==> src/rtl/neander_pkg.sv <==
// neander_pkg
// Shared types and helpers for the NEANDER-X memory arbiter.
//   arb_state_t : arbiter FSM states (IDLE -> BUSY -> RESP -> IDLE)
//   ARB_R0/R1   : requester ids (R0 = CPU, R1 = loader/debug port)
//   rr_pick     : grant selection for the requests sampled in IDLE
package neander_pkg;

  typedef enum logic [1:0] {
    ARB_IDLE = 2'd0,
    ARB_BUSY = 2'd1,
    ARB_RESP = 2'd2
  } arb_state_t;

  localparam logic ARB_R0 = 1'b0;
  localparam logic ARB_R1 = 1'b1;

  // req[0] = R0, req[1] = R1. A lone request always wins. On a tie, the
  // requester that was not granted last wins, unless fixed priority is set,
  // in which case R0 wins. With no request the result is unused.
  function automatic logic rr_pick(input logic [1:0] req, input logic last,
                                   input logic fixed);
    logic win;
    if (req == 2'b11) begin
      win = fixed ? ARB_R0 : ~last;
    end else if (req == 2'b10) begin
      win = ARB_R1;
    end else begin
      win = ARB_R0;
    end
    return win;
  endfunction

endpackage

==> src/rtl/neander_mem_arbiter.sv <==
// neander_mem_arbiter
// Shares one SPI memory controller port between the NEANDER-X CPU (R0) and
// the host loader/debug port (R1). One access at a time: the winner's
// request is latched in IDLE, forwarded downstream while BUSY, and answered
// with a one-cycle ready pulse in RESP. Round-robin (or fixed R0 priority)
// arbitration, plus a watchdog that aborts a stalled downstream access.
//
// Ports
//   clk, reset                      clock, asynchronous active-high reset
//   rN_req/rN_write/rN_addr/rN_wdata  requester N access (req held until ready)
//   rN_rdata, rN_ready              read data / one-cycle completion pulse
//   mem_req/mem_read/mem_write      downstream request held for the access
//   mem_addr, mem_data_out          latched address / write data
//   mem_data_in, mem_ready          downstream read data / completion pulse
//   grant_id                        owner of the current or last access
//   busy                            arbiter not idle
//   timeout_err, err_clr            sticky watchdog flag and its clear
module neander_mem_arbiter
  import neander_pkg::*;
#(
  parameter int ADDR_W     = 16,
  parameter int DATA_W     = 16,
  parameter int FIXED_PRIO = 0,
  parameter int TIMEOUT    = 1024
) (
  input  logic              clk,
  input  logic              reset,
  input  logic              r0_req,
  input  logic              r0_write,
  input  logic [ADDR_W-1:0] r0_addr,
  input  logic [DATA_W-1:0] r0_wdata,
  output logic [DATA_W-1:0] r0_rdata,
  output logic              r0_ready,
  input  logic              r1_req,
  input  logic              r1_write,
  input  logic [ADDR_W-1:0] r1_addr,
  input  logic [DATA_W-1:0] r1_wdata,
  output logic [DATA_W-1:0] r1_rdata,
  output logic              r1_ready,
  output logic              mem_req,
  output logic              mem_read,
  output logic              mem_write,
  output logic [ADDR_W-1:0] mem_addr,
  output logic [DATA_W-1:0] mem_data_out,
  input  logic [DATA_W-1:0] mem_data_in,
  input  logic              mem_ready,
  output logic              grant_id,
  output logic              busy,
  output logic              timeout_err,
  input  logic              err_clr
);

  // A zero TIMEOUT disables the watchdog; keep the timer at least 1 bit wide.
  localparam int TW = (TIMEOUT > 0) ? $clog2(TIMEOUT + 1) : 1;
  localparam logic FIXED = (FIXED_PRIO != 0);

  arb_state_t        state_q, state_d;
  logic              id_q, id_d;
  logic              write_q, write_d;
  logic [ADDR_W-1:0] addr_q, addr_d;
  logic [DATA_W-1:0] wdata_q, wdata_d;
  logic [DATA_W-1:0] r0_rdata_q, r0_rdata_d;
  logic [DATA_W-1:0] r1_rdata_q, r1_rdata_d;
  logic              prio_q, prio_d;   // requester preferred on the next tie
  logic [TW-1:0]     timer_q, timer_d;
  logic              err_q, err_d;

  logic              pick;
  logic              timeout_hit;

  assign pick        = rr_pick({r1_req, r0_req}, ~prio_q, FIXED);
  assign timeout_hit = (TIMEOUT != 0) && (timer_q == TW'(TIMEOUT - 1));

  always_comb begin
    state_d    = state_q;
    id_d       = id_q;
    write_d    = write_q;
    addr_d     = addr_q;
    wdata_d    = wdata_q;
    r0_rdata_d = r0_rdata_q;
    r1_rdata_d = r1_rdata_q;
    prio_d     = prio_q;
    timer_d    = timer_q;
    // A clear is overridden below if a timeout fires in the same cycle.
    err_d      = err_q & ~err_clr;

    case (state_q)
      ARB_IDLE: begin
        if (r0_req || r1_req) begin
          id_d    = pick;
          write_d = (pick == ARB_R1) ? r1_write : r0_write;
          addr_d  = (pick == ARB_R1) ? r1_addr  : r0_addr;
          wdata_d = (pick == ARB_R1) ? r1_wdata : r0_wdata;
          timer_d = '0;
          state_d = ARB_BUSY;
        end
      end
      ARB_BUSY: begin
        if (mem_ready) begin
          if (!write_q) begin
            if (id_q == ARB_R1) r1_rdata_d = mem_data_in;
            else                r0_rdata_d = mem_data_in;
          end
          state_d = ARB_RESP;
        end else if (timeout_hit) begin
          // Aborted accesses report all-ones, even for writes.
          if (id_q == ARB_R1) r1_rdata_d = '1;
          else                r0_rdata_d = '1;
          err_d   = 1'b1;
          state_d = ARB_RESP;
        end else begin
          timer_d = timer_q + TW'(1);
        end
      end
      ARB_RESP: begin
        prio_d  = ~id_q;
        state_d = ARB_IDLE;
      end
      default: state_d = ARB_IDLE;
    endcase
  end

  always_ff @(posedge clk or posedge reset) begin
    if (reset) begin
      state_q    <= ARB_IDLE;
      id_q       <= ARB_R0;
      write_q    <= 1'b0;
      addr_q     <= '0;
      wdata_q    <= '0;
      r0_rdata_q <= '0;
      r1_rdata_q <= '0;
      prio_q     <= ARB_R0;
      timer_q    <= '0;
      err_q      <= 1'b0;
    end else begin
      state_q    <= state_d;
      id_q       <= id_d;
      write_q    <= write_d;
      addr_q     <= addr_d;
      wdata_q    <= wdata_d;
      r0_rdata_q <= r0_rdata_d;
      r1_rdata_q <= r1_rdata_d;
      prio_q     <= prio_d;
      timer_q    <= timer_d;
      err_q      <= err_d;
    end
  end

  // mem_req is decoded straight from the state register so an async reset
  // withdraws it immediately.
  assign mem_req      = (state_q == ARB_BUSY);
  assign mem_read     = mem_req & ~write_q;
  assign mem_write    = mem_req & write_q;
  assign mem_addr     = addr_q;
  assign mem_data_out = wdata_q;
  assign r0_rdata     = r0_rdata_q;
  assign r1_rdata     = r1_rdata_q;
  assign r0_ready     = (state_q == ARB_RESP) && (id_q == ARB_R0);
  assign r1_ready     = (state_q == ARB_RESP) && (id_q == ARB_R1);
  assign grant_id     = id_q;
  assign busy         = (state_q != ARB_IDLE);
  assign timeout_err  = err_q;

endmodule

==> config.mk <==
export PLATFORM = sky130hd
export DESIGN_NAME = neander_mem_arbiter
export DESIGN_NICKNAME = d
export VERILOG_FILES = /design/src/rtl/neander_pkg.sv /design/src/rtl/neander_mem_arbiter.sv
export SDC_FILE = /design/constraint.sdc
export NUM_CORES = 1
export LEC_CHECK = 0
export ABC_CLOCK_PERIOD_IN_PS = 3000
export BUFFER_PORTS_ARGS = -buffer_cell sky130_fd_sc_hd__buf_2
export CAP_MARGIN = 0
export CORE_ASPECT_RATIO = 0.5
export CORE_MARGIN = 5
export CORE_UTILIZATION = 35
export CTS_CLUSTER_DIAMETER = 40
export CTS_CLUSTER_SIZE = 8
export DETAILED_ROUTE_END_ITERATION = 7
export PLACE_DENSITY = 0.68
export SETUP_SLACK_MARGIN = 0.5
export SYNTH_ARGS = -nofsm -noshare
export SYNTH_HDL_FRONTEND = slang
export SYNTH_SLANG_ARGS = --single-unit
==> constraint.sdc <==
create_clock -name clk -period 3 [get_ports clk]
set_input_delay 0.15 -clock clk [delete_from_list [all_inputs] [get_ports clk]]
set_output_delay 0.15 -clock clk [all_outputs]
set_load 0.05 [all_outputs]
# Word-level counts from Yosys, hierarchy flattened
# Cells that the tools add are included.
dict set report op_classes {
  bitwise 6
  mux 26
  add_sub_neg 1
  eq_ne 10
  n_reduce_logical 12
}
# operator n
set op_table {}
lappend op_table {{two-way mux 16 bit} 12}
lappend op_table {{two-way mux 11 bit} 3}
lappend op_table {{case mux 11 bit (2 select lines)} 1}
lappend op_table {{AND reduction 4 bit} 3}
lappend op_table {{adder 11 x 1 -> 11 bit, second input constant} 1}
lappend op_table {{equality test 11 x 10 -> 1 bit, second input constant} 1}
lappend op_table {{!= test 2 bit, second input constant} 4}
lappend op_table {{equality test 2 bit, second input constant} 3}
lappend op_table {{two-way mux 1 bit} 6}
lappend op_table {{two-way mux 2 bit} 3}
lappend op_table {{nonzero test 2 bit} 3}
lappend op_table {{case mux 2 bit (2 select lines)} 1}
lappend op_table {{AND reduction 2 bit} 2}
lappend op_table {{AND 1 bit} 3}
lappend op_table {{!= test 3 x 1 -> 1 bit, second input constant} 1}
lappend op_table {{NOT 1 bit} 3}
lappend op_table {{equality test 2 x 1 -> 1 bit, second input constant} 1}
lappend op_table {{logical AND 1 bit} 2}
lappend op_table {{zero test 2 bit} 1}
lappend op_table {{logical OR 1 bit} 1}
dict set report totals {
  ff_bits 81
  inputBits 88
  elab_cells 65
}

# Longest topological paths before layout
dict set report logic_depth {
  ltp_word 5
  mapped_depth 7
  ltp_nobuf 5
}

# Worst setup path after synthesis
# No wires, ideal clock.
dict set report synth_timing {
  path_kind {flip-flop to flip-flop}
  from {register state_q[1]}
  to {register r1_rdata_q[0] (netlist: r1_rdata[0])}
  path_buffers 1
  t_arrival_ns 1.609
  path_slack_ns 1.269
  period_less_slack_ns 1.731
  setup_time_ns 0.122
  required_ns 2.878
  path_stages_with_launch 7
  path_cell_list {dfrtp_1 > nand2b_1 > inv_2 > nand2_2 > or2_0 > buf_2 > o22a_1}
}
dict set report synth_between {
  elab_chain_len 2
}
# item line_no
set synth_lines {}
lappend synth_lines {{from (decl)} neander_mem_arbiter.sv:57} ;# arb_state_t state_q, state_d;
lappend synth_lines {{from (signal assigned)} neander_mem_arbiter.sv:136} ;# state_q <= state_d;
lappend synth_lines {{equality test 2 x 1 -> 1 bit} -}
lappend synth_lines {{via mem_req} neander_mem_arbiter.sv:40} ;# output logic mem_req,
lappend synth_lines {{AND reduction 4 bit (no line)} -}
lappend synth_lines {{to (signal assigned)} neander_mem_arbiter.sv:142} ;# r1_rdata_q <= r1_rdata_d;
lappend synth_lines {{to (decl)} neander_mem_arbiter.sv:63} ;# logic [DATA_W-1:0] r1_rdata_q, r1_rdata_d;
# The timed path passes the listed nets, and every way through them passes these cells.
# A chain may end at the register's enable or synchronous reset.

# Worst setup path after layout
dict set report layout_timing {
  from {register state_q[1]}
  to {register r0_rdata_q[5] (netlist: r0_rdata[5])}
}
dict set report layout_between {
  elab_chain_len 2
}
# item line_no
set layout_lines {}
lappend layout_lines {{equality test 2 x 1 -> 1 bit} neander_mem_arbiter.sv:87} ;# case (state_q)
lappend layout_lines {{AND reduction 4 bit (no line)} -}
lappend layout_lines {{to (signal assigned)} neander_mem_arbiter.sv:141} ;# r0_rdata_q <= r0_rdata_d;
lappend layout_lines {{to (decl)} neander_mem_arbiter.sv:62} ;# logic [DATA_W-1:0] r0_rdata_q, r0_rdata_d;
# Every way passes these cells.

==> results.txt <==
----------------------------------------------------
[Status]
  Run status ... finished clean

[Synthesis]
  Gate Count Post-Synth ... 361
  Top cell type by total area after synthesis ... sky130_fd_sc_hd__dfrtp_1
  Number of synthesis warnings ... 0
  Register area share after synthesis ... 0.523
  Mapped cell area ... 3880 um2
  Dominant synthesized flop cell ... sky130_fd_sc_hd__dfrtp_1
  Flip-flop and latch count after synthesis ... 81
  Number of synthesized flops with an enable pin ... 0
  Share of the synthesized area in compound gates (AO/OA/AOI/OAI) ... 0.214
  Simple logic cell fraction of the synthesized area ... 0.133
  Proportion of netlist area held by the largest area contributor ... 0.523
  Share of cell area taken by muxes after synthesis ... 0.0904
  Count of distinct cell types in the synthesized netlist ... between 40 and 50
  Arithmetic-cell share of the synthesized area counting full adders, half adders and majority gates ... 0.00323
  Async set-or-reset flop fraction in the synthesized netlist ... 1.00
  Synth Area in XOR/XNOR ... 0
  Mean post-synth cell area ... 10.7 um2
  Number of nets in the synthesized netlist ... 450
  Combinational family with the most area after synthesis ... compound AO/OA/AOI/OAI gates
  Top post-synthesis cells by area ... sky130_fd_sc_hd__dfrtp_1 52%, sky130_fd_sc_hd__mux2i_1 9.0%, sky130_fd_sc_hd__a2bb2oi_1 5.0%, sky130_fd_sc_hd__o21ai_0 4.5%, sky130_fd_sc_hd__o31ai_1 4.3%

[Routing]
  Starting DRC count in detailed routing ... between 150 and 200
  Post-detailed-route DRC marker count ... 0
  Average detailed-routed wire length per instance ... 15.2 um
  Post-detailed-route count of antenna-violating nets ... 0
  Via/cell ratio ... between 4 and 5
  Total number of vias ... approximately 3300
  WL final ... slightly above 10 mm
  Iteration count of the initial detailed-routing pass ... 4

[Power]
  Internal Dissipation ... roughly 3.2 mW
  Fraction of power consumed by combinational cells ... 0.538
  Relative contribution of the clock network to total power ... 0.173
  Worst IR drop on VDD ... 0.495 mV
  Net switching share of the total power ... 0.515
  Total leakage power ... ~2.5 nW
  Power dissipated by switching net loads ... ~3.4 mW
  Sequential fraction of design power ... 0.290
  Pwr per Cell Area ... 1280 nW/um2
  Final Power ... approximately 6.6 mW

[STA]
  Final Critical Period ... roughly 2 ns
  Number of endpoints failing setup at the final stage ... 0
  Peak clock frequency supported by timing ... 492 MHz
  Post-Route Hold Slack ... 0.0675 ns
  Clock skew after layout ... 0.00864 ns
  Transition time of the tightest slew-check pin ... between 0.8 and 0.9 ns
  Aggregate negative setup slack ... 0 ns
  Share of the clock period used by the worst path ... 0.677
  Relative max-transition margin ... 0.449
  Hold Violations, Final ... 0
  Fin. max-slew vios ... 0
  RSZ-0062 raised after global routing ... no

[Clock network]
  # clock sinks ... 81
  Post CTS Setup Buffer Count ... 0
  TritonCTS clock tree ... done
  Total number of H-tree levels ... 3
  Post-CTS resize count ... 0
  Number of clock buffers inserted by TritonCTS ... 9
  Number of buffers on the longest clock path ... 2
  Root buffer selected by CTS ... sky130_fd_sc_hd__clkbuf_16
  Clock insertion delay at the later pin of the skew report ... between 0.3 and 0.4 ns
  Clock-pin slew reported for the worst setup and hold paths after clock tree synthesis ... roughly 0.070 ns

[Worst hold path]
  Start point of the worst min-delay path ... mem_data_in[5]
  WHS Endpoint ... r1_rdata[5]
  Worst hold path type ... input port to flip-flop
  Worst hold path stage count ... 2

[Setup path]
  Critical path data arrival time ... around 2.3 ns
  Reg2Reg Setup Slack ... roughly 0.97 ns
  Type of element capturing the critical path ... flip-flop
  Endpoint of the worst register-to-register path ... r0_rdata[5]
  Kind of critical path ... flip-flop to flip-flop
  WP data required ... ~3.3 ns
  Critical path fanouts, max ... 18
  Slowest cell delay on critical path ... 0.51 ns
  Crit path top cell by count ... sky130_fd_sc_hd__nand2b_1
  Library cell contributing the largest single delay on the critical path ... sky130_fd_sc_hd__nor2_4
  Critical path startpoint category ... flip-flop
  Sequence of cells on the critical path ... nand2b_1, inv_2, nand2b_1, nor2_4, a2bb2oi_1
  Startpoint of the worst register-to-register path ... state_q[1]
  Path depth of the worst reg2reg path ... 5

[Global routing]
  Overflow after GRT ... 0
  Global-route wire length before repair ... between 15 and 20 mm
  Pin count of the biggest net entering global routing ... 49
  Vias in the first global route ... 3490
  Number of antenna violations at the first check in global routing ... 0
  Overall fraction of global-route tracks in use ... 0.152

[Floorplan]
  Ports ... 160
  Core Box Area ... 10900 um2
  Cell Rows ... 27
  Starting utilization of the core area ... 0.355
  Die span in x ... roughly 160 um
  Chip Height ... about 84 um
  Area of the die ... roughly 13000 um2

[Layout]
  Number of nets at the end of the flow ... between 600 and 700
  Filler cells ... 1055
  Share of final-layout standard cells stronger than drive strength 1 ... 0.378
  Area growth, synth to finish ... 32.1%
  Antenna diode instance count ... 0

[Placement]
  Final RePlAce weighted congestion ... 0.795
  Buffers on Ports ... about 160
  Placed wire-length estimate after detailed placement ... ~7.5 mm

[Flow run]
  Count of maximum capacitance violations ... 0

----------------------------------------------------
[layout by cell type (no fill, tap or decap), drive strengths merged, types with 3 or more instances in the layout]
cell and n:
buf 164, dfrtp 81, nand2 43, o21ai 36, mux2i 35, nand2b 25
o31ai 22, a2bb2oi 22, clkbuf 10, nor2 10, o22a 9, inv 8
a21oi 6, nand3 4, a31oi 4, and3 3, and2 3, clkinv 3
[Yosys cell counts, types with 2 or more instances]
cell type	n
sky130_fd_sc_hd__dfrtp_1	81
sky130_fd_sc_hd__nand2_1	42
sky130_fd_sc_hd__mux2i_1	35
sky130_fd_sc_hd__o21ai_0	35
sky130_fd_sc_hd__nand2b_1	25
sky130_fd_sc_hd__a2bb2oi_1	22
sky130_fd_sc_hd__o31ai_1	22
sky130_fd_sc_hd__clkbuf_1	14
sky130_fd_sc_hd__o22a_1	9
sky130_fd_sc_hd__nor2_1	8
sky130_fd_sc_hd__buf_2	7
sky130_fd_sc_hd__inv_1	6
sky130_fd_sc_hd__a21oi_1	5
sky130_fd_sc_hd__nand3_1	4
sky130_fd_sc_hd__a31oi_1	3
sky130_fd_sc_hd__and2_1	3
sky130_fd_sc_hd__and3_1	3
sky130_fd_sc_hd__buf_6	2
sky130_fd_sc_hd__nand4_1	2
sky130_fd_sc_hd__nor2b_1	2
sky130_fd_sc_hd__nor4_1	2
sky130_fd_sc_hd__o21a_1	2
[state kept, by name, summed over array words and instances, names as in the netlist, 2 cells and up]
signal        cells
r0_rdata         16
r1_rdata         16
mem_addr         16
state_q           2
timer_q          11
mem_data_out     16
[final cells by class]
class | count | area [um2] | area share
clock inverters | 6 | 75.1 | 0.0147
clock buffers | 10 | 239 | 0.0466
multi-input cells | 249 | 1720 | 0.336
well taps | 145 | 181 | 0.0354
inverters | 7 | 27.5 | 0.00537
repair buffers | 166 | 853 | 0.167
flip-flops and latches | 81 | 2030 | 0.396
[worst max-delay path by stage]
stage                from      endpoint  slack, ns  cells past startpoint
2_1_floorplan       reset      grant_id       0.77                      1
6_report       state_q[1]   r0_rdata[5]       0.97                      5
5_1_grt        state_q[1]  r0_rdata[10]       0.82                      5
3_3_place_gp   state_q[1]   r0_rdata[4]       1.10                      5
3_5_place_dp   state_q[1]   r0_rdata[5]        1.0                      5
4_1_cts        state_q[1]   r0_rdata[5]       0.98                      5
[through the flow]
| stage | util | area [um2] | instances | setup slack, ns |
|---|---|---|---|---|
| floorplan | - | 3880 | 361 | 0.770 |
| global placement | 0.439 | 4790 | 646 | 1.10 |
| detailed placement | 0.439 | 4790 | 646 | 0.995 |
| CTS | 0.470 | 5120 | 664 | 0.976 |
| global route | 0.470 | 5120 | 664 | 0.821 |
| finish | 0.470 | 5120 | 664 | 0.969 |
[worst max-delay path, delay by kind of cell (launching register included)]
kind | cells | cell delay [ns]
DFF | 1 | 0.40
AOI/OAI and AO/OA | 1 | 0.21
buffers and inverters | 1 | 0.16
and+or+nand+nor | 3 | 1.18
[layer usage]
| layer | vias up | routed length, um | global-route usage |
|---|---|---|---|
| met1 | 1522 | 4370 | 0.190 |
| met2 | 101 | 5060 | 0.264 |
| met4 | 0 | 120 | 0.0395 |
| met3 | 12 | 528 | 0.0402 |
| met5 | - | 0 | 0 |
| li1 | 1618 | - | - |
[cells by family after synthesis]
kind of cell    after synthesis
fa+ha+maj                     1
buf+inv                      31
flops                        81
simple gates                100
mux                          35
compound gates              113
[what timing repair did]
item                                    4_1_cts  5_1_grt
hold buffers                                  2        0
endpoints found under the setup margin        0        0
hold endpoints to repair                     33        0
[power groups by stage]
stage	Sequential (mW)	Combinational (mW)	Clock [mW]
global route	1.98	3.77	1.22
detailed placement	1.90	3.57	0
floorplan	3.36	1.25	0
global placement	1.91	3.50	0
finish	1.90	3.53	1.13
CTS	1.90	3.57	1.16
Power figures use the tool's default switching activity.
